## src/rtl/rv_instr_encoder.sv

```systemverilog
// rv_instr_encoder: packs format, register/function fields and a 32-bit immediate into an RV32I word.
// Two-stage valid/ready pipeline: S1 captures fields plus range check, S2 holds the packed word.
module rv_instr_encoder #(
    parameter int CNT_W = 16
) (
    input  logic             clk,
    input  logic             rst,
    input  logic             in_valid,
    output logic             in_ready,
    input  logic [2:0]       in_fmt,
    input  logic [6:0]       in_opcode,
    input  logic [4:0]       in_rd,
    input  logic [4:0]       in_rs1,
    input  logic [4:0]       in_rs2,
    input  logic [2:0]       in_funct3,
    input  logic [31:0]      in_imm,
    output logic             out_valid,
    input  logic             out_ready,
    output logic [31:0]      out_inst,
    output logic             out_err,
    output logic [CNT_W-1:0] err_count
);
    logic             s1_valid_q, s1_err_q, s2_valid_q, s2_err_q, s1_err_d, s2_load;
    logic [2:0]       s1_fmt_q, s1_funct3_q;
    logic [6:0]       s1_opcode_q;
    logic [4:0]       s1_rd_q, s1_rs1_q, s1_rs2_q;
    logic [31:0]      s1_imm_q, s2_inst_q, s2_inst_d;
    logic [CNT_W-1:0] err_count_q;

    // Upper immediate bits must be a pure sign extension; branch/jump offsets must be even.
    assign s1_err_d = (in_fmt == 3'd0 || in_fmt == 3'd1) ? !(&in_imm[31:11] || ~|in_imm[31:11]) :
                      (in_fmt == 3'd2) ? !(&in_imm[31:12] || ~|in_imm[31:12]) || in_imm[0] :
                      (in_fmt == 3'd3) ? |in_imm[11:0] :
                      (in_fmt == 3'd4) ? !(&in_imm[31:20] || ~|in_imm[31:20]) || in_imm[0] : 1'b1;

    assign s2_inst_d = (s1_fmt_q == 3'd0) ? {s1_imm_q[11:0], s1_rs1_q, s1_funct3_q, s1_rd_q, s1_opcode_q} :
                       (s1_fmt_q == 3'd1) ? {s1_imm_q[11:5], s1_rs2_q, s1_rs1_q, s1_funct3_q,
                                             s1_imm_q[4:0], s1_opcode_q} :
                       (s1_fmt_q == 3'd2) ? {s1_imm_q[12], s1_imm_q[10:5], s1_rs2_q, s1_rs1_q, s1_funct3_q,
                                             s1_imm_q[4:1], s1_imm_q[11], s1_opcode_q} :
                       (s1_fmt_q == 3'd3) ? {s1_imm_q[31:12], s1_rd_q, s1_opcode_q} :
                       (s1_fmt_q == 3'd4) ? {s1_imm_q[20], s1_imm_q[10:1], s1_imm_q[11], s1_imm_q[19:12],
                                             s1_rd_q, s1_opcode_q} : 32'd0;

    assign s2_load   = !s2_valid_q || out_ready;
    assign in_ready  = !s1_valid_q || s2_load;
    assign out_valid = s2_valid_q;
    assign out_inst  = s2_inst_q;
    assign out_err   = s2_err_q;
    assign err_count = err_count_q;

    always_ff @(posedge clk or posedge rst) begin
        if (rst) begin
            s1_valid_q  <= 1'b0;
            s1_err_q    <= 1'b0;
            s1_fmt_q    <= '0;
            s1_funct3_q <= '0;
            s1_opcode_q <= '0;
            s1_rd_q     <= '0;
            s1_rs1_q    <= '0;
            s1_rs2_q    <= '0;
            s1_imm_q    <= '0;
            s2_valid_q  <= 1'b0;
            s2_err_q    <= 1'b0;
            s2_inst_q   <= '0;
            err_count_q <= '0;
        end else begin
            if (in_ready)
                s1_valid_q <= in_valid;
            if (in_valid && in_ready) begin
                s1_err_q    <= s1_err_d;
                s1_fmt_q    <= in_fmt;
                s1_funct3_q <= in_funct3;
                s1_opcode_q <= in_opcode;
                s1_rd_q     <= in_rd;
                s1_rs1_q    <= in_rs1;
                s1_rs2_q    <= in_rs2;
                s1_imm_q    <= in_imm;
                if (s1_err_d && !(&err_count_q))
                    err_count_q <= err_count_q + 1'b1;
            end
            if (s2_load) begin
                s2_valid_q <= s1_valid_q;
                if (s1_valid_q) begin
                    s2_inst_q <= s2_inst_d;
                    s2_err_q  <= s1_err_q;
                end
            end
        end
    end
endmodule

```

## config.mk

```make
export PLATFORM = sky130hd
export DESIGN_NAME = rv_instr_encoder
export DESIGN_NICKNAME = d
export VERILOG_FILES = /design/src/rtl/rv_instr_encoder.sv
export SDC_FILE = /design/constraint.sdc
export NUM_CORES = 1
export LEC_CHECK = 0
export ABC_AREA = 1
export BUFFER_PORTS_ARGS = -buffer_cell sky130_fd_sc_hd__buf_2
export CAP_MARGIN = 10
export CORE_AREA = 5 5 101 103
export DETAILED_ROUTE_END_ITERATION = 8
export DIE_AREA = 0 0 106 108
export PLACE_DENSITY = 0.94
export SYNTH_ARGS = -nofsm -noshare
export SYNTH_HDL_FRONTEND = slang
export SYNTH_SLANG_ARGS = --single-unit
```

## constraint.sdc

```tcl
create_clock -name clk -period 12 [get_ports clk]
set_clock_uncertainty 0.15 [all_clocks]
set_input_delay 2.4 -clock clk [delete_from_list [all_inputs] [get_ports clk]]
set_output_delay 2.4 -clock clk [all_outputs]
set_load 0.005 [all_outputs]
```

**After elaboration in Yosys (flattened, before gate mapping)**

Cells that the tools add are included.

- Add/subtract/negate cells: 1
- Equality and inequality tests: 8
- Muxes and demuxes: 9
- Reduce and logical (&&, ||, !) cells: 31

Operators by type and width:

| kind | count |
|---|---|
| $mux W32 | 5 |
| $reduce_or A12 Y1 | 2 |
| $reduce_and A21 Y1 | 1 |
| $reduce_or A21 Y1 | 1 |
| $reduce_and A20 Y1 | 1 |
| $reduce_or A20 Y1 | 1 |
| $add A16 B1 Y16 const B | 1 |
| $reduce_and A16 Y1 | 1 |
| $eq A3 B2 Y1 const B | 4 |
| $reduce_and A12 Y1 | 1 |
| $logic_not A1 Y1 | 9 |
| $logic_or A1 B1 Y1 | 8 |
| $eq A3 B1 Y1 const B | 2 |
| $eq A3 B3 Y1 const B | 2 |
| $logic_not A3 Y1 | 2 |
| $mux W1 | 4 |
| $reduce_and A2 Y1 | 2 |
| $logic_and A1 B1 Y1 | 2 |

- Register bits after elaboration: 112
- Output and inout port bits: 51
- Logic and storage cells: 62

**Longest topological paths before layout**

- Word-level depth: 11
- Gate-level depth with buffers: 13
- Mapped depth without buffers: 12

**Worst setup path after synthesis**

OpenSTA, ideal clock, no wires.

- Path kind: input to output
- Start: in out_ready
- End: out in_ready
- Arrival: 2,549 ps
- Required time: 9,450 ps
- Path slack: 6,901 ps
- Cell stages on the path: 2
- Buffers on the path: 0
- Cells stage by stage: inv_1 nand3_1

- Longest elaborated chain between the ends: 2

RTL lines:

| what | RTL line | text |
|---|---|---|
| start: declaration | 18 | `input logic out_ready,` |
| $logic_or A1 B1 Y1 | 45 | `assign s2_load = !s2_valid_q \|\| out_ready;` |
| $logic_or A1 B1 Y1 | 46 | `assign in_ready = !s1_valid_q \|\| s2_load;` |
| end: declaration | 9 | `output logic in_ready,` |

Every way passes these cells.

**Worst setup path in the final report**

Same ends and word-level chain as after synthesis.

==> results.yml <==
floorplanning:
  initial_core_util_pct: 57.18
  core_area_mm2: 0.009109
  num_rows: 35
  io_pins: 115
  die_area_mm2: 0.01145
  dieWidth_um: 106
  die_h_um: 108
clock_tree:
  path_clk_slew_ps: 100
  cts_buffers: 9
  cts_sinks: 112
  postCtsSetupRepairBufs: 0
  clockBufferDepth: 2
  cts_tree: "done"
  cts_root_buffer: "clkbuf_8"
  clock_latency_ps: 370
  cts_hold_repair.buffers: 0
  htreeDepth: 3
  cts_resized: 0
synthesis:
  syn_area_per_cell_um2: 7.989
  ys_warn_count: 0
  synth_cell_types: 32
  syn-num-nets: 717
  synth_area_mm2: 0.005209
  ys_seq_area_share_pct: 53.81
  synth-seq-cells: 112
  synthesis.instances: 652
setup_path:
  critPathArrivalTime_ps: 2860
  critPathLaunchType: "input pin"
  worstSetupPathType: "in2out"
  crit_fanout: 3
  end_kind: "primary output"
  crit_required_ps: 9450
power_and_ir_drop:
  combPwrFrac_pct: 24.7
  powerDensity_mw_per_mm2: 161.9
  vdd_drop_max_mv: 0.06899
  leakage_nw: 3.215
  pwr-share-seq_pct: 51.8
  p_int_mw: 0.6485
  finalPower_mw: 0.9777
  p_switching_mw: 0.3292
  clkPwrFrac_pct: 23.5
  swShare_pct: 33.67
routing:
  drtPass1Iterations: 6
  vias_per_cell: 5.575
  ant_nets: 0
  routed_wl_um: 13310
  drc: 0
  via_count: 4845
  wire_per_inst_um: 15.32
  drt_iter0_markers: 367
sta:
  fmax_ghz: 0.1848
  finalSetupViolations: 0
  relSlewSlack_pct: 32.24
  tns_ps: 0
  fin_ws_ps: 6588
  tightestPinTransition_ps: 1016
  grt_setup_unrepaired: "false"
  hold_viol: 0
  min_period_over_period_pct: 45.10
  slew_violations: 0
  min_period_ps: 5412
job:
  cap_violations: 0
final_layout:
  diodes: 0
  nFillCells: 715
  layout.cells.non_filler: 869
  layout_commonest_cell: "nand2_1"
  regArea_mm2: 0.002803
  final_nets: 818
  final_cell_mix: "nand2_1 (276), buf_2 (114), dfrtp_1 (112), nor2_1 (51), inv_1 (36)"
  multiInputGateArea_mm2: 0.002132
  area_growth_pct: 15.97
  drive_gt1_share_pct: 18.87
placed_design:
  place_hpwl_um: 9537
  gp_congestion: 0.9151
  pre_cts_ws_ps: 6594
  placedCellCount: 852
  port_buffers: 114
global_routing:
  antenna_found_initial: 0
  grt_pass1_vias: 4840
  grt_max_degree: 84
  grt_use_total_pct: 24.05
  grt_pass1_wl_um: 22290
  grt-ovfl-total: 0
run_status:
  outcome: "finished clean"
min_path:
  hp-class: "reg2reg"
[per-layer routing]
layer	track usage [%]	part of all wire, %
met3	5.493	7.4
met5	0	0
met1	29.87	41
met4	8.881	3.0
met2	41.39	49
[through the flow]
stage          area, µm²  hold WS [ps]  util, %
6_report            6041         338.7    66.32
4_1_cts             6021         340.7    66.10
2_1_floorplan       5209         292.5        -
3_3_place_gp        5819         305.1    63.89
3_5_place_dp        5819         309.2    63.89
5_1_grt             6041         365.9    66.32
[flip-flops by register name (all words and copies together) (netlist names)]
| register | cells |
|---|---|
| s1_fmt_q | 3 |
| s1_rs2_q | 5 |
| s1_rd_q | 5 |
| s1_opcode_q | 7 |
| s1_rs1_q | 5 |
| s1_err_q | 1 |
| out_inst | 32 |
| err_count | 16 |
| s1_valid_q | 1 |
| s1_imm_q | 32 |
| out_valid | 1 |
| s1_funct3_q | 3 |
| out_err | 1 |
[worst max-delay path, cell delays in order]
cell	delay [ps]
buf_2	100
inv_1	60
nand3_1	130
buf_2	170
[cells by family (layout without fill, tap and decap cells)]
group	count (synthesis)	count (layout)	share of synthesized area (%)
adder cells (fa/ha/maj)	1	1	0.2402
AND/OR/NAND/NOR	379	379	29.74
AO/OA/AOI/OAI	79	79	8.719
XOR/XNOR	13	13	2.186
flip-flops	112	112	53.81
buffers and inverters	68	174	5.308
[Yosys cell counts]
library cell,instances,area share (%)
nor2_1,51,3.7
nand3_2,1,0.19
o211ai_1,6,0.86
o21ai_1,5,0.48
inv_2,1,0.072
nor3_1,2,0.19
ha_1,1,0.24
o22ai_1,1,0.12
or2_1,1,0.12
a41oi_1,1,0.17
a31oi_1,7,0.84
nor4_1,1,0.12
nand4_4,1,0.41
nand2_2,1,0.12
nor3_2,1,0.19
a21oi_1,19,1.8
clkinv_1,1,0.072
nand4_1,21,2.5
xnor2_1,3,0.50
o2111ai_1,4,0.67
buf_8,1,0.29
nand3_1,21,2.0
xor2_1,10,1.7
clkbuf_1,18,1.3
inv_1,38,2.7
dfrtp_1,112,54
buf_1,1,0.072
buf_2,8,0.77
nand2_1,277,20
o21ai_0,32,3.1
o311ai_0,4,0.67
nor2_4,1,0.22
[final cells by class]
cell class              instances  area share (%)
clock buffers                   9           2.051
clock inverters                 7           1.284
inverters                      40           2.527
multi-input cells             472           35.29
flip-flops and latches        112           46.40
well taps                     111           2.299
repair buffers                118           10.15
[power by group through the flow]
stage | clock network, mW | logic [mW] | registers [mW]
2_1_floorplan | 0 | 0.136 | 0.506
3_3_place_gp | 0 | 0.224 | 0.509
3_5_place_dp | 0 | 0.240 | 0.512
4_1_cts | 0.234 | 0.242 | 0.505
5_1_grt | 0.252 | 0.272 | 0.516
6_report | 0.230 | 0.242 | 0.506
[worst paths after layout]
path                                          from                        to  slack, ps  cells past startpoint
min                        out_inst[3]$_DFFE_PP0P_   out_inst[3]$_DFFE_PP0P_        340                      2
max                                      out_ready                  in_ready       6590                      4
min reg2reg                out_inst[3]$_DFFE_PP0P_   out_inst[3]$_DFFE_PP0P_        340                      2
min in group asynchronous                      rst   s1_imm_q[4]$_DFFE_PP0P_       1850                      2
max reg2reg                  out_valid$_DFFE_PP0P_  out_inst[11]$_DFFE_PP0P_       9630                      7
max in group asynchronous                      rst  err_count[8]$_DFFE_PP0P_       8500                      3
No activity file was read; power rests on OpenSTA's default activity.
